===== src/rtl/apb_master_pkg.sv =====
// Shared types and default widths for the APB initiator bridge.
package apb_master_pkg;

  localparam int APB_ADDR_WIDTH = 32;
  localparam int APB_DATA_WIDTH = 32;

  typedef enum logic [1:0] {
    IDLE   = 2'd0,
    SETUP  = 2'd1,
    ACCESS = 2'd2
  } apb_mst_state_t;

  typedef struct packed {
    logic                      write;
    logic [APB_ADDR_WIDTH-1:0] addr;
    logic [APB_DATA_WIDTH-1:0] wdata;
  } apb_cmd_t;

endpackage


===== src/rtl/apb_cmd_fifo.sv =====
// Synchronous command FIFO. Flushing only clears pointers and count;
// the storage itself carries no reset.
import apb_master_pkg::*;

module apb_cmd_fifo #(
  parameter type T     = apb_cmd_t,
  parameter int  DEPTH = 4,
  localparam int PW    = $clog2(DEPTH),
  localparam int CW    = PW + 1
) (
  input  logic          PClk,
  input  logic          Rst,
  input  logic          push,
  input  T              wr_data,
  input  logic          pop,
  output T              rd_data,
  output logic          full,
  output logic          empty,
  output logic [CW-1:0] count
);

  T              mem_q [DEPTH];
  logic [PW-1:0] wr_ptr_q;
  logic [PW-1:0] rd_ptr_q;
  logic [CW-1:0] count_q;
  logic          push_ok;
  logic          pop_ok;

  // A full FIFO refuses a push even when a pop happens on the same edge.
  assign push_ok = push & ~full;
  assign pop_ok  = pop & ~empty;

  // Pointer and occupancy tracking; pointers wrap naturally at DEPTH.
  always_ff @(posedge PClk) begin
    if (Rst) begin
      wr_ptr_q <= '0;
      rd_ptr_q <= '0;
      count_q  <= '0;
    end else begin
      if (push_ok) wr_ptr_q <= wr_ptr_q + PW'(1);
      if (pop_ok)  rd_ptr_q <= rd_ptr_q + PW'(1);
      count_q <= count_q + CW'(push_ok) - CW'(pop_ok);
    end
  end

  // Entry storage.
  always_ff @(posedge PClk) begin
    if (push_ok) mem_q[wr_ptr_q] <= wr_data;
  end

  assign rd_data = mem_q[rd_ptr_q];
  assign full    = (count_q == CW'(DEPTH));
  assign empty   = (count_q == '0);
  assign count   = count_q;

endmodule


===== src/rtl/apb_master_bridge.sv =====
// APB initiator: queues commands, runs one SETUP/ACCESS transfer per command
// in order, and holds read data for a valid/ready consumer.
//
//   state  | meaning
//   IDLE   | bus idle, PSel=0, waiting for an issuable head command
//   SETUP  | PSel=1, PEnable=0, address/direction/data presented
//   ACCESS | PSel=1, PEnable=1, transfer completes at the next edge
import apb_master_pkg::*;

module apb_master_bridge #(
  parameter int AW    = APB_ADDR_WIDTH,
  parameter int DW    = APB_DATA_WIDTH,
  parameter int DEPTH = 4,
  parameter int XCW   = 16
) (
  input  logic           PClk,
  input  logic           Rst,
  input  logic           cmd_valid,
  output logic           cmd_ready,
  input  logic           cmd_write,
  input  logic [AW-1:0]  cmd_addr,
  input  logic [DW-1:0]  cmd_wdata,
  output logic           rsp_valid,
  input  logic           rsp_ready,
  output logic [DW-1:0]  rsp_rdata,
  output logic           PSel,
  output logic           PEnable,
  output logic           PWrite,
  output logic [AW-1:0]  PAddr,
  output logic [DW-1:0]  PWData,
  input  logic [DW-1:0]  PRData,
  output logic           busy,
  output logic [XCW-1:0] xfer_count
);

  localparam int CW = $clog2(DEPTH) + 1;

  typedef struct packed {
    logic          write;
    logic [AW-1:0] addr;
    logic [DW-1:0] wdata;
  } cmd_t;

  apb_mst_state_t state_q, state_d;
  cmd_t           push_cmd, head;
  logic           fifo_full, fifo_empty, issue;
  logic [CW-1:0]  fifo_count;

  logic           psel_q, psel_d, penable_q, penable_d, pwrite_q, pwrite_d;
  logic [AW-1:0]  paddr_q, paddr_d;
  logic [DW-1:0]  pwdata_q, pwdata_d, rsp_rdata_q, rsp_rdata_d;
  logic           rsp_valid_q, rsp_valid_d;
  logic [XCW-1:0] xfer_count_q, xfer_count_d;

  assign push_cmd = '{write: cmd_write, addr: cmd_addr, wdata: cmd_wdata};

  apb_cmd_fifo #(.T(cmd_t), .DEPTH(DEPTH)) u_fifo (
    .PClk    (PClk),
    .Rst     (Rst),
    .push    (cmd_valid),
    .wr_data (push_cmd),
    .pop     (issue),
    .rd_data (head),
    .full    (fifo_full),
    .empty   (fifo_empty),
    .count   (fifo_count)
  );

  // Issue decision: a read must not land on an unconsumed response. In ACCESS
  // a completing read occupies the response slot itself.
  always_comb begin
    issue = 1'b0;
    case (state_q)
      IDLE:    issue = ~fifo_empty & (head.write | ~rsp_valid_q);
      ACCESS:  issue = ~fifo_empty &
                       (head.write | ~(~pwrite_q | (rsp_valid_q & ~rsp_ready)));
      default: issue = 1'b0;
    endcase
  end

  // State register.
  always_ff @(posedge PClk) begin
    if (Rst) state_q <= IDLE;
    else     state_q <= state_d;
  end

  // Next-state logic.
  always_comb begin
    state_d = state_q;
    case (state_q)
      IDLE:    state_d = issue ? SETUP : IDLE;
      SETUP:   state_d = ACCESS;
      ACCESS:  state_d = issue ? SETUP : IDLE;
      default: state_d = IDLE;
    endcase
  end

  // Output/next-value logic for the registered bus, response and counter.
  always_comb begin
    psel_d       = psel_q;
    penable_d    = penable_q;
    pwrite_d     = pwrite_q;
    paddr_d      = paddr_q;
    pwdata_d     = pwdata_q;
    xfer_count_d = xfer_count_q;
    rsp_rdata_d  = rsp_rdata_q;
    rsp_valid_d  = rsp_valid_q & ~rsp_ready;
    case (state_q)
      SETUP: penable_d = 1'b1;
      ACCESS: begin
        xfer_count_d = xfer_count_q + XCW'(1);
        if (!pwrite_q) begin
          rsp_valid_d = 1'b1;
          rsp_rdata_d = PRData;
        end
        psel_d    = 1'b0;
        penable_d = 1'b0;
      end
      default: ;
    endcase
    if (issue) begin
      psel_d    = 1'b1;
      penable_d = 1'b0;
      pwrite_d  = head.write;
      paddr_d   = head.addr;
      pwdata_d  = head.wdata;
    end
  end

  // Registered outputs.
  always_ff @(posedge PClk) begin
    if (Rst) begin
      psel_q       <= 1'b0;
      penable_q    <= 1'b0;
      pwrite_q     <= 1'b0;
      paddr_q      <= '0;
      pwdata_q     <= '0;
      rsp_valid_q  <= 1'b0;
      rsp_rdata_q  <= '0;
      xfer_count_q <= '0;
    end else begin
      psel_q       <= psel_d;
      penable_q    <= penable_d;
      pwrite_q     <= pwrite_d;
      paddr_q      <= paddr_d;
      pwdata_q     <= pwdata_d;
      rsp_valid_q  <= rsp_valid_d;
      rsp_rdata_q  <= rsp_rdata_d;
      xfer_count_q <= xfer_count_d;
    end
  end

  assign cmd_ready  = ~fifo_full;
  assign busy       = (fifo_count != '0) | (state_q != IDLE);
  assign PSel       = psel_q;
  assign PEnable    = penable_q;
  assign PWrite     = pwrite_q;
  assign PAddr      = paddr_q;
  assign PWData     = pwdata_q;
  assign rsp_valid  = rsp_valid_q;
  assign rsp_rdata  = rsp_rdata_q;
  assign xfer_count = xfer_count_q;

endmodule

===== config.mk =====
export PLATFORM = sky130hd
export DESIGN_NAME = apb_master_bridge
export DESIGN_NICKNAME = d
export VERILOG_FILES = /design/src/rtl/apb_master_pkg.sv /design/src/rtl/apb_cmd_fifo.sv /design/src/rtl/apb_master_bridge.sv
export SDC_FILE = /design/constraint.sdc
export NUM_CORES = 1
export LEC_CHECK = 0
export BUFFER_PORTS_ARGS = -buffer_cell sky130_fd_sc_hd__buf_2
export CORE_MARGIN = 8
export CORE_UTILIZATION = 51
export CTS_CLUSTER_DIAMETER = 30
export DETAILED_ROUTE_END_ITERATION = 8
export PLACE_DENSITY = 0.82
export SLEW_MARGIN = 40
export SYNTH_ARGS = -nofsm -noshare
export SYNTH_HDL_FRONTEND = slang
export SYNTH_SLANG_ARGS = --single-unit

===== constraint.sdc =====
create_clock -name PClk -period 3 [get_ports PClk]
set_input_delay 0.6 -clock PClk [delete_from_list [all_inputs] [get_ports PClk]]
set_output_delay 0.6 -clock PClk [all_outputs]
set_load 0.01 [all_outputs]

# Word level (Yosys, flattened, before mapping)
# Memory sizes are Yosys's and may differ from the RTL's. A register that Yosys moved wholly into a read port is not among the register bits.
# Cells that the tools add are included.
# totals
ff_bits	125
output_inout_bits	118
mem_bits_rw	260
latch_bits	0
rom_bits	0
word_cells	57
input_bits	101
memories	1
# classes
order_cmp	0
n_mul	0
n_eq_ne	3
muxes	12
add_sub_neg	5
n_div	0
bitwise	15
reduce_logical	9
shift	0
# memory_table
memory	words	width	rd	rd_clocked_by_memory_dff	wr	line_no	source
u_fifo.mem_q	4	65	1	1	1	apb_cmd_fifo.sv:22	T mem_q [DEPTH];
# op_table
cell	count
$add 16x1->16 const B	1
$mux 1	7
$not 1->1	6
$reduce_bool 2->1	3
$and 1x1->1	5
$add 2x1->2 const B	2
$mux 2	2
$or 1x1->1	4
$pmux 1 s2	2
$pmux 2 s2	1
$reduce_or 2->1	2
$add 3x1->3	1
$eq 3x3->1 const B	1
$logic_not 3->1	1
$reduce_bool 3->1	1
$sub 3x1->3	1
$eq 2x1->1 const B	1
$eq 2x2->1 const B	1
$logic_not 2->1	1
$reduce_and 2->1	1

# Logic depth before layout (Yosys ltp)
# Gate-level depths: netlist (run 1).
# depth
word_depth	10
mapped_depth	16
mapped_depth_nobuf	13

# Hierarchy
# Synthesis (run 1) repeated with hierarchy kept, for this count alone.
# unflattened
hier_cells	925
area_unflattened_um2	14915.6
# by_module_without_submodules
mod	cells_per_inst	seq_area_each_um2	instances	area_each_um2
apb_cmd_fifo	390	7987.7	1	9895.7
apb_master_bridge	535	2362.3	1	5019.8

# Worst setup path before layout (run 1)
# OpenSTA, ideal clock, no wires.
# synth_timing
path_type	in2reg
from	in cmd_valid
to	mem u_fifo.mem_q[1][0] (netlist bit), enable pin
slack_ns	-0.003
n_path_buf	0
cell_stages	2
arrival_ns	2.573
cell_sequence	a21boi_1 and2_1
# synth_via
elab_chain_cells	3
# synth_lines
item	line_no	source
start: declaration	apb_master_bridge.sv:18	input logic cmd_valid,
$and 1x1->1	apb_cmd_fifo.sv:30	assign push_ok = push & ~full;
$mux 1	apb_cmd_fifo.sv:48	if (push_ok) mem_q[wr_ptr_q] <= wr_data;
$mux 1 (not written as such)	apb_cmd_fifo.sv:48	
end: declaration	apb_cmd_fifo.sv:22	
# Every way passes these cells.

==> impl_metrics.yaml, run 1 <==
run_status:
  status: "finished clean"
synthesis:
  synth_enable_flop_cells: 260
  synth_top_area_share_pct: 54.4
  synthCells: 935
  async_flop_share_pct: 0
  yosys-top-cells-area: "edfxtp_1 (54%), dfxtp_1 (18%), mux4_2 (10%)"
  synthTopCellsByCount: "edfxtp_1 (260), dfxtp_1 (127), a21oi_1 (105)"
  netlist_area_mm2: 0.0144
  synth.avg_cell_area_um2: 15.4
  synth_cell_type_count: 42
  synth_nets: 1047
  synth_area_leader_cell: "edfxtp_1"
  ys_warn_count: 0
  yosysSeqAreaShare_pct: 72.1
  yosys.cell_count.top_type: "edfxtp_1"
  ys_ff_latch: 387
  synth_flop_cell: "edfxtp_1"
critical_path:
  crit_type: "register to register"
  crit_required_ps: 3400
  critPathLaunchType: "register"
  r2r_setup_slack_ps: 320
  cp-end-kind: "register"
  crit_arrival_ps: 3080
  rr_worst_depth: 11
  worstReg2RegEnd: "u_fifo.count[2]"
  cp_max_fo: 3
  crit_path_end: "u_fifo.count[2]"
power_and_ir_drop:
  ir_drop_mv: 0.708
  p_leak_nw: 6.92
  p_per_area_mw_per_mm2: 1120
timing:
  clock-skew-final_ps: 14.9
  hold_viol_final: 0
  setup_ws_ps: 318
  rsz0062_at_grt: "false"
  fin_tns_setup_ps: 0
  slew_viol_final: 0
  fmax_mhz: 373
  tightest_slew_ps: 739
  slew_headroom_pct: 50.7
  setup_viol: 0
  timing.final.crit_share_pct: 89.4
  layout_min_cycle_time_ps: 2680
layout:
  area_growth_pct: 30.6
  stdcell_count: 1637
  nNetsFinal: 1304
  fill_cells: 1948
  fin_util_pct: 67.5
  drive_gt1_share_pct: 36.7
floorplanning:
  core_area_mm2: 0.0278
  initial_core_util_pct: 51.7
  dieArea_mm2: 0.0338
  row_count: 61
  ios: 219
  die_h_um: 184
  die_w_um: 184
placed_design:
  portBuffers: 218
  dp.cells: 1491
  hpwlAfterDp_um: 19600
  gp_congestion: 0.831
  dp_slack_ps: 249
min_path:
  hold_class: "input pin to register"
  hp-start: "cmd_wdata[13]"
  whs_path_depth: 1
global_route:
  grt_pass1_vias: 9774
  grt_overflow_total: 0
  grt_pass1_wl_um: 53100
  track_usage_pct: 20.2
  grt_max_degree: 67
  antenna_found_initial: 5
drt:
  dr.pass1.iters: 5
  vias: 9113
  vias_per_cell: 5.57
  post_drt_wl_per_cell_um: 21.0
  drcViolationCount: 0
  routed_wl_um: 34400
  ant_nets: 0
  drt_iter0_markers: 603
clock_network:
  cts_root_buf: "clkbuf_16"
  cts.repair.resized: 0
  cts_tree: "done"
  clk_latency_ps: 550
  clk_pin_slew_ps: 50
  htreeDepth: 3
  cts.sinks: 387
  postCtsSetupRepairBufs: 0
  numCtsBuffers: 77
  cts_hold_buf: 0
  cts_buffer_depth: 3
flow_run:
  maxCapViolCount: 0
==> power breakdown <==
part | switching [mW] | internal (mW) | leakage, nW
Sequential | 0.436 | 6.69 | 3.42
Clock | 2.73 | 6.30 | 1.34
Combinational | 2.79 | 1.97 | 2.15
Total | 5.96 | 15.0 | 6.92
==> area by class of cell <==
class	count	area (um^2)	area share [%]
Tap cell	378	473	2.52
Timing Repair Buffer	242	1390	7.39
Sequential cell	387	10400	55.3
Inverter	11	41.3	0.220
Antenna cell	3	7.51	0.0401
Clock inverter	45	672	3.58
Clock buffer	98	2120	11.3
Multi-Input combinational cell	473	3690	19.7
==> worst min path at each step <==
stage / endpoint / slack, ps
floorplan: register / 450
global placement: rsp_rdata[1] / 440
detailed placement: rsp_rdata[22] / 450
CTS: u_fifo.mem_q[3][35] / 240
global route: u_fifo.mem_q[1][10] / 250
finish: u_fifo.mem_q[1][13] / 270
==> metrics by stage <==
stage	total power [mW]	hold slack (ps)	instance area (um^2)
floorplan	10.3	453	14400
global placement	11.8	440	15900
detailed placement	12.0	445	15900
CTS	21.1	243	18700
global route	21.8	246	18700
finish	20.9	267	18700
==> state kept, by name, summed over array words and instances (netlist names), named ones only <==
signal	cells
u_fifo.wr_ptr_q	2
PSel	1
PWData	32
u_fifo.mem_q	260
state_q	2
rsp_rdata	32
rsp_valid	1
u_fifo.count	3
PAddr	32
u_fifo.rd_ptr_q	2
PWrite	1
PEnable	1
xfer_count	16
==> cells by family (layout without fill, tap and decap cells) <==
group                      count (synthesis)  after routing  synth area share [%]
DFF                                      387            387                  72.1
other                                      0              3                     0
xor gates and xnor gates                  13             13                 0.793
muxes                                     68             68                  10.4
AOI/OAI and AO/OA                        182            182                  6.81
and+or+nand+nor                          199            199                  6.46
adders and majority gates                 11             11                  1.01
buffers and inverters                     75            396                  2.41
==> layout by cell type, fill, tap and decap left out, drive strengths merged, types with 21 or more instances in the layout <==
master	instances
a21oi	107
buf	242
clkbuf	98
dfxtp	127
edfxtp	260
mux4	65
nand2	76
nand3	69
nor2	21
o21ai	69
==> critical path, cell delays in order, from the launching register on <==
cell     delay (ps)
dfxtp_4         340
mux4_2          550
a21o_2          230
nand2_1         120
inv_2            60
ha_1            270
inv_1            40
ha_1            180
fa_1            380
xnor2_1         190
xnor2_1         130
nor2_1           50
==> layer usage <==
metal | GRT usage, % | share of wire [%] | vias to the layer above | wire (um)
li1 | - | - | 4114 | -
met1 | 24.1 | 39 | 4515 | 13300
met2 | 34.4 | 51 | 401 | 17500
met3 | 5.32 | 7.8 | 79 | 2670
met4 | 8.68 | 2.8 | 4 | 952
met5 | 0 | 0.076 | - | 26
(Power assumes the default switching activity.)
==> run 2, diff against run 1 <==
==> constraint.sdc (replaced) <==
create_clock -name PClk -period 3 [get_ports PClk]
set_input_delay 0.3 -clock PClk [delete_from_list [all_inputs] [get_ports PClk]]
set_output_delay 0.3 -clock PClk [all_outputs]
set_load 0.01 [all_outputs]
==> impl_metrics.yaml, run 2 (same netlist as run 1, synthesis figures left out) <==
min_path:
  hp-start: "PRData[19]"
  whs_endpoint: "rsp_rdata[19]"
  hold_class: "input pin to register"
  whs_path_depth: 3
drt:
  wl_met3_um: 2900
  ant_nets: 0
  post_drt_wl_per_cell_um: 20.9
  routed_wl_um: 35800
  drt-met1-wl_um: 13900
  highest_layer: "met4"
  vias: 9529
  drt_iter0_markers: 613
  drcViolationCount: 0
  dr.pass1.iters: 5
  wl_met2_um: 18100
  vias_per_cell: 5.58
global_route:
  grt_max_degree: 84
  grt_overflow_total: 0
  track_usage_pct: 20.9
  grt_pass1_wl_um: 55600
  grt_pass1_vias: 10250
  antenna_found_initial: 1
critical_path:
  path_depth: 11
  rr_worst_depth: 11
  crit_buf_inv: 2
  cp-end-kind: "register"
  critPathLaunchType: "register"
  r2r_setup_slack_ps: 280
  crit_arrival_ps: 3140
  crit_family: "adder cells"
  r2r-start: "u_fifo.mem_q[2][64]"
  crit_type: "register to register"
  cpMaxStageDelayCell: "mux4_2"
  worstReg2RegEnd: "u_fifo.count[2]"
  crit_path_cell_trace: "mux4_2 > a21o_2 > nand2_1 > inv_2 > ha_1 > inv_1 > ha_1 > fa_1 > xnor2_1 > xnor2_1 > nor2_1"
  cpPeakStageDelay_ps: 530
  crit_required_ps: 3410
  cp_max_fo: 3
floorplanning:
  ios: 219
  die_h_um: 184
  initial_core_util_pct: 51.7
  row_count: 61
  dieArea_mm2: 0.0338
  die_w_um: 184
  core_area_mm2: 0.0278
timing:
  setup_ws_ps: 278
  holdWs_ps: 10.9
  fmax_mhz: 367
  layout_min_cycle_time_ps: 2720
  slew_viol_final: 0
  timing.final.crit_share_pct: 90.7
  clock-skew-final_ps: 26.1
  rsz0062_at_grt: "false"
  hold_viol_final: 0
  fin_tns_setup_ps: 0
  setup_viol: 0
  tightest_slew_ps: 726
  slew_headroom_pct: 51.5
placed_design:
  dp_slack_ps: 275
  portBuffers: 218
  gp_congestion: 0.789
  hpwlAfterDp_um: 19100
layout:
  largest-register: "u_fifo.mem_q"
  fill_cells: 1797
  drive_gt1_share_pct: 34.1
  largest_reg_flops: 260
  area_growth_pct: 33.5
  final_common_cell: "edfxtp_1"
  nNetsFinal: 1382
  final_cell_mix: "edfxtp_1 (260), buf_2 (217), dfxtp_1 (125), a21oi_1 (105), dlygate4sd3_1 (90)"
clock_network:
  numCtsBuffers: 69
  cts_tree: "done"
  cts.sinks: 387
  cts_root_buf: "clkbuf_16"
  htreeDepth: 3
  cts.repair.resized: 0
  cts_buffer_depth: 3
  clk_latency_ps: 560
  cts_hold_buf: 90
  postCtsSetupRepairBufs: 0
  clk_pin_slew_ps: 50
flow_run:
  maxCapViolCount: 0
power_and_ir_drop:
  p_leak_nw: 7.08
  finalPower_mw: 19.8
  ir_drop_mv: 0.604
  p_per_area_mw_per_mm2: 1030
run_status:
  status: "finished clean"
run 2: how the worst max path moves through the flow:
stage / from / end / slack, ps
finish: u_fifo.mem_q[2][64] / u_fifo.count[2] / 280
global route: u_fifo.mem_q[2][64] / u_fifo.count[2] / 110
CTS: u_fifo.mem_q[2][64] / u_fifo.count[2] / 270
detailed placement: u_fifo.mem_q[3][64] / u_fifo.count[2] / 270
global placement: register / u_fifo.count[2] / 390
floorplan: u_fifo.count[1] / u_fifo.mem_q[1][0] / 180
run 2: per-stage QoR:
step / std cells / area [um^2] / util, %
final: 1707 / 19200 / 69.0
after global placement: 1487 / 15900 / 57.1
after detailed placement: 1487 / 15900 / 57.2
after CTS: 1705 / 19200 / 68.9
after global routing: 1706 / 19200 / 69.0
after floorplan: 935 / 14400 / -
run 2: layout make-up:
class | instances | area, um^2 | share of cell area (%)
sequential | 387 | 10400 | 54.0
multi-input combinational | 473 | 3690 | 19.2
timing repair buffer | 328 | 2230 | 11.6
clock buffer | 79 | 1840 | 9.58
clock inverter | 49 | 534 | 2.79
tap | 378 | 473 | 2.47
inverter | 11 | 41.3 | 0.215
antenna | 2 | 5.00 | 0.0261
run 2: power breakdown:
part / total, mW / leakage (nW) / internal [mW] / switching, mW
Clock: 7.80 / 1.16 / 4.96 / 2.84
Sequential: 7.15 / 3.42 / 6.69 / 0.461
Combinational: 4.87 / 2.51 / 2.03 / 2.84
run 2: routing by layer:
layer  track usage, %  vias up
li1                 -     4244
met1             24.9     4791
met2             36.2      419
met3             5.34       75
met4             8.00        0
met5                0        -
run 2: worst min-delay path: cells and delay by family:
| kind | cells | cell delay (ps) |
|---|---|---|
| buffers and inverters | 1 | 100 |
| and+or+nand+nor | 1 | 50 |
| AOI/OAI and AO/OA | 1 | 50 |
==> run 3, diff against run 2 <==
Settings changed: PLACE_DENSITY 0.82 to 0.85.
==> impl_metrics.yaml, run 3 (same netlist as run 1, synthesis figures left out) <==
timing:
  setup_viol: 0
  rsz0062_at_grt: "false"
  timing.final.crit_share_pct: 89.3
  setup_ws_ps: 320
  fmax_mhz: 373
  layout_min_cycle_time_ps: 2680
  hold_viol_final: 0
  holdWs_ps: 35.6
  fin_tns_setup_ps: 0
  slew_headroom_pct: 51.5
  tightest_slew_ps: 720
  clock-skew-final_ps: 36.8
  slew_viol_final: 0
floorplanning:
  row_count: 61
  die_w_um: 184
  core_area_mm2: 0.0278
  initial_core_util_pct: 51.7
  dieArea_mm2: 0.0338
  ios: 219
  die_h_um: 184
drt:
  drcViolationCount: 0
  dr.pass1.iters: 5
  ant_nets: 0
  highest_layer: "met4"
  vias_per_cell: 5.65
  drt-met1-wl_um: 13600
  drt_iter0_markers: 711
  wl_met3_um: 3110
  wl_met2_um: 18600
  post_drt_wl_per_cell_um: 21.3
  routed_wl_um: 36400
  vias: 9638
layout:
  fin_util_pct: 69.4
  stdcell_count: 1707
  largest_reg_flops: 260
  area_growth_pct: 34.4
  final_area_mm2: 0.0193
  final_cell_mix: "edfxtp_1 (260), buf_2 (217), dfxtp_1 (125), a21oi_1 (105), dlygate4sd3_1 (89)"
  largest-register: "u_fifo.mem_q"
  final_common_cell: "edfxtp_1"
  drive_gt1_share_pct: 34.4
  nNetsFinal: 1382
critical_path:
  cpPeakStageDelay_ps: 370
  cp-end-kind: "register"
  crit_arrival_ps: 3090
  crit_family: "adder cells"
  cp_common_cell: "ha_1"
  critPathLaunchType: "register"
  cp_max_fo: 10
  crit_required_ps: 3410
  crit_path_cell_trace: "inv_1 > ha_1 > buf_4 > nor2_1 > nor2_4 > nand2_1 > inv_2 > ha_1 > inv_1 > ha_1 > fa_1 > xnor2_1 > xnor2_1 > nor2_1"
  crit_type: "register to register"
  crit_buf_inv: 4
  cpMaxStageDelayCell: "fa_1"
global_route:
  antenna_found_initial: 2
  track_usage_pct: 21.3
  grt_overflow_total: 0
  grt_pass1_vias: 10100
  grt_pass1_wl_um: 56300
  grt_max_degree: 82
power_and_ir_drop:
  ir_drop_mv: 0.669
  finalPower_mw: 20.1
  p_per_area_mw_per_mm2: 1040
  p_leak_nw: 7.13
clock_network:
  clk_pin_slew_ps: 50
  htreeDepth: 3
  cts_root_buf: "clkbuf_16"
  cts.repair.resized: 0
  postCtsSetupRepairBufs: 0
  cts_tree: "done"
  cts.sinks: 387
  cts_buffer_depth: 3
  cts_hold_buf: 89
  clk_latency_ps: 570
  numCtsBuffers: 69
min_path:
  hold_class: "input pin to register"
placed_design:
  dp_slack_ps: 355
  hpwlAfterDp_um: 19700
  place_area_mm2: 0.0159
  portBuffers: 218
  dp.cells: 1488
  gp_congestion: 0.834
flow_run:
  maxCapViolCount: 0
run_status:
  status: "finished clean"
-- run 3: cell count changes in the layout (fill, tap and decap cells not counted), sizes merged --
| cell | delta |
|---|---|
| clkinvlp | +2 |
| dlygate4sd3 | -1 |
| clkbuf | +2 |
| inv | -5 |
| bufinv | +3 |
| buf | +1 |
| clkinv | -2 |
-- run 3: final cells by class --
cell class                      instances  area, um^2
Sequential cell                       387       10400
Fill cell                            1719        8490
Multi-Input combinational cell        473        3690
Timing Repair Buffer                  328        2240
Clock buffer                           81        1870
Clock inverter                         47         607
Tap cell                              378         473
Inverter                               11        41.3
Antenna cell                            2        5.00
-- run 3: worst paths after layout --
| check | from | to | slack, ps | cells after the start |
|---|---|---|---|---|
| worst max-delay path | state_q[0] | u_fifo.count[2] | 320 | 14 |
| worst min-delay path | PRData[29] | rsp_rdata[29] | 40 | 3 |
| worst max register to register | state_q[0] | u_fifo.count[2] | 320 | 14 |
| worst min register to register | rsp_rdata[3] | rsp_rdata[3] | 450 | 2 |
-- run 3: per-layer routing --
layer	GRT usage, %	up-vias
met5	0	-
met1	25.4	4795
li1	-	4260
met2	37.0	502
met3	4.90	81
met4	8.91	0
-- run 3: worst min-delay path, cell delays in order --
cell and delay (ps):
buf_2 100, nand2_1 50, a21oi_1 60
-- run 3: where the power goes --
| group | internal [mW] | switching [mW] | total, mW |
|---|---|---|---|
| clock | 5.28 | 2.80 | 8.08 |
| combinational | 2.04 | 2.86 | 4.90 |
| sequential | 6.69 | 0.473 | 7.16 |
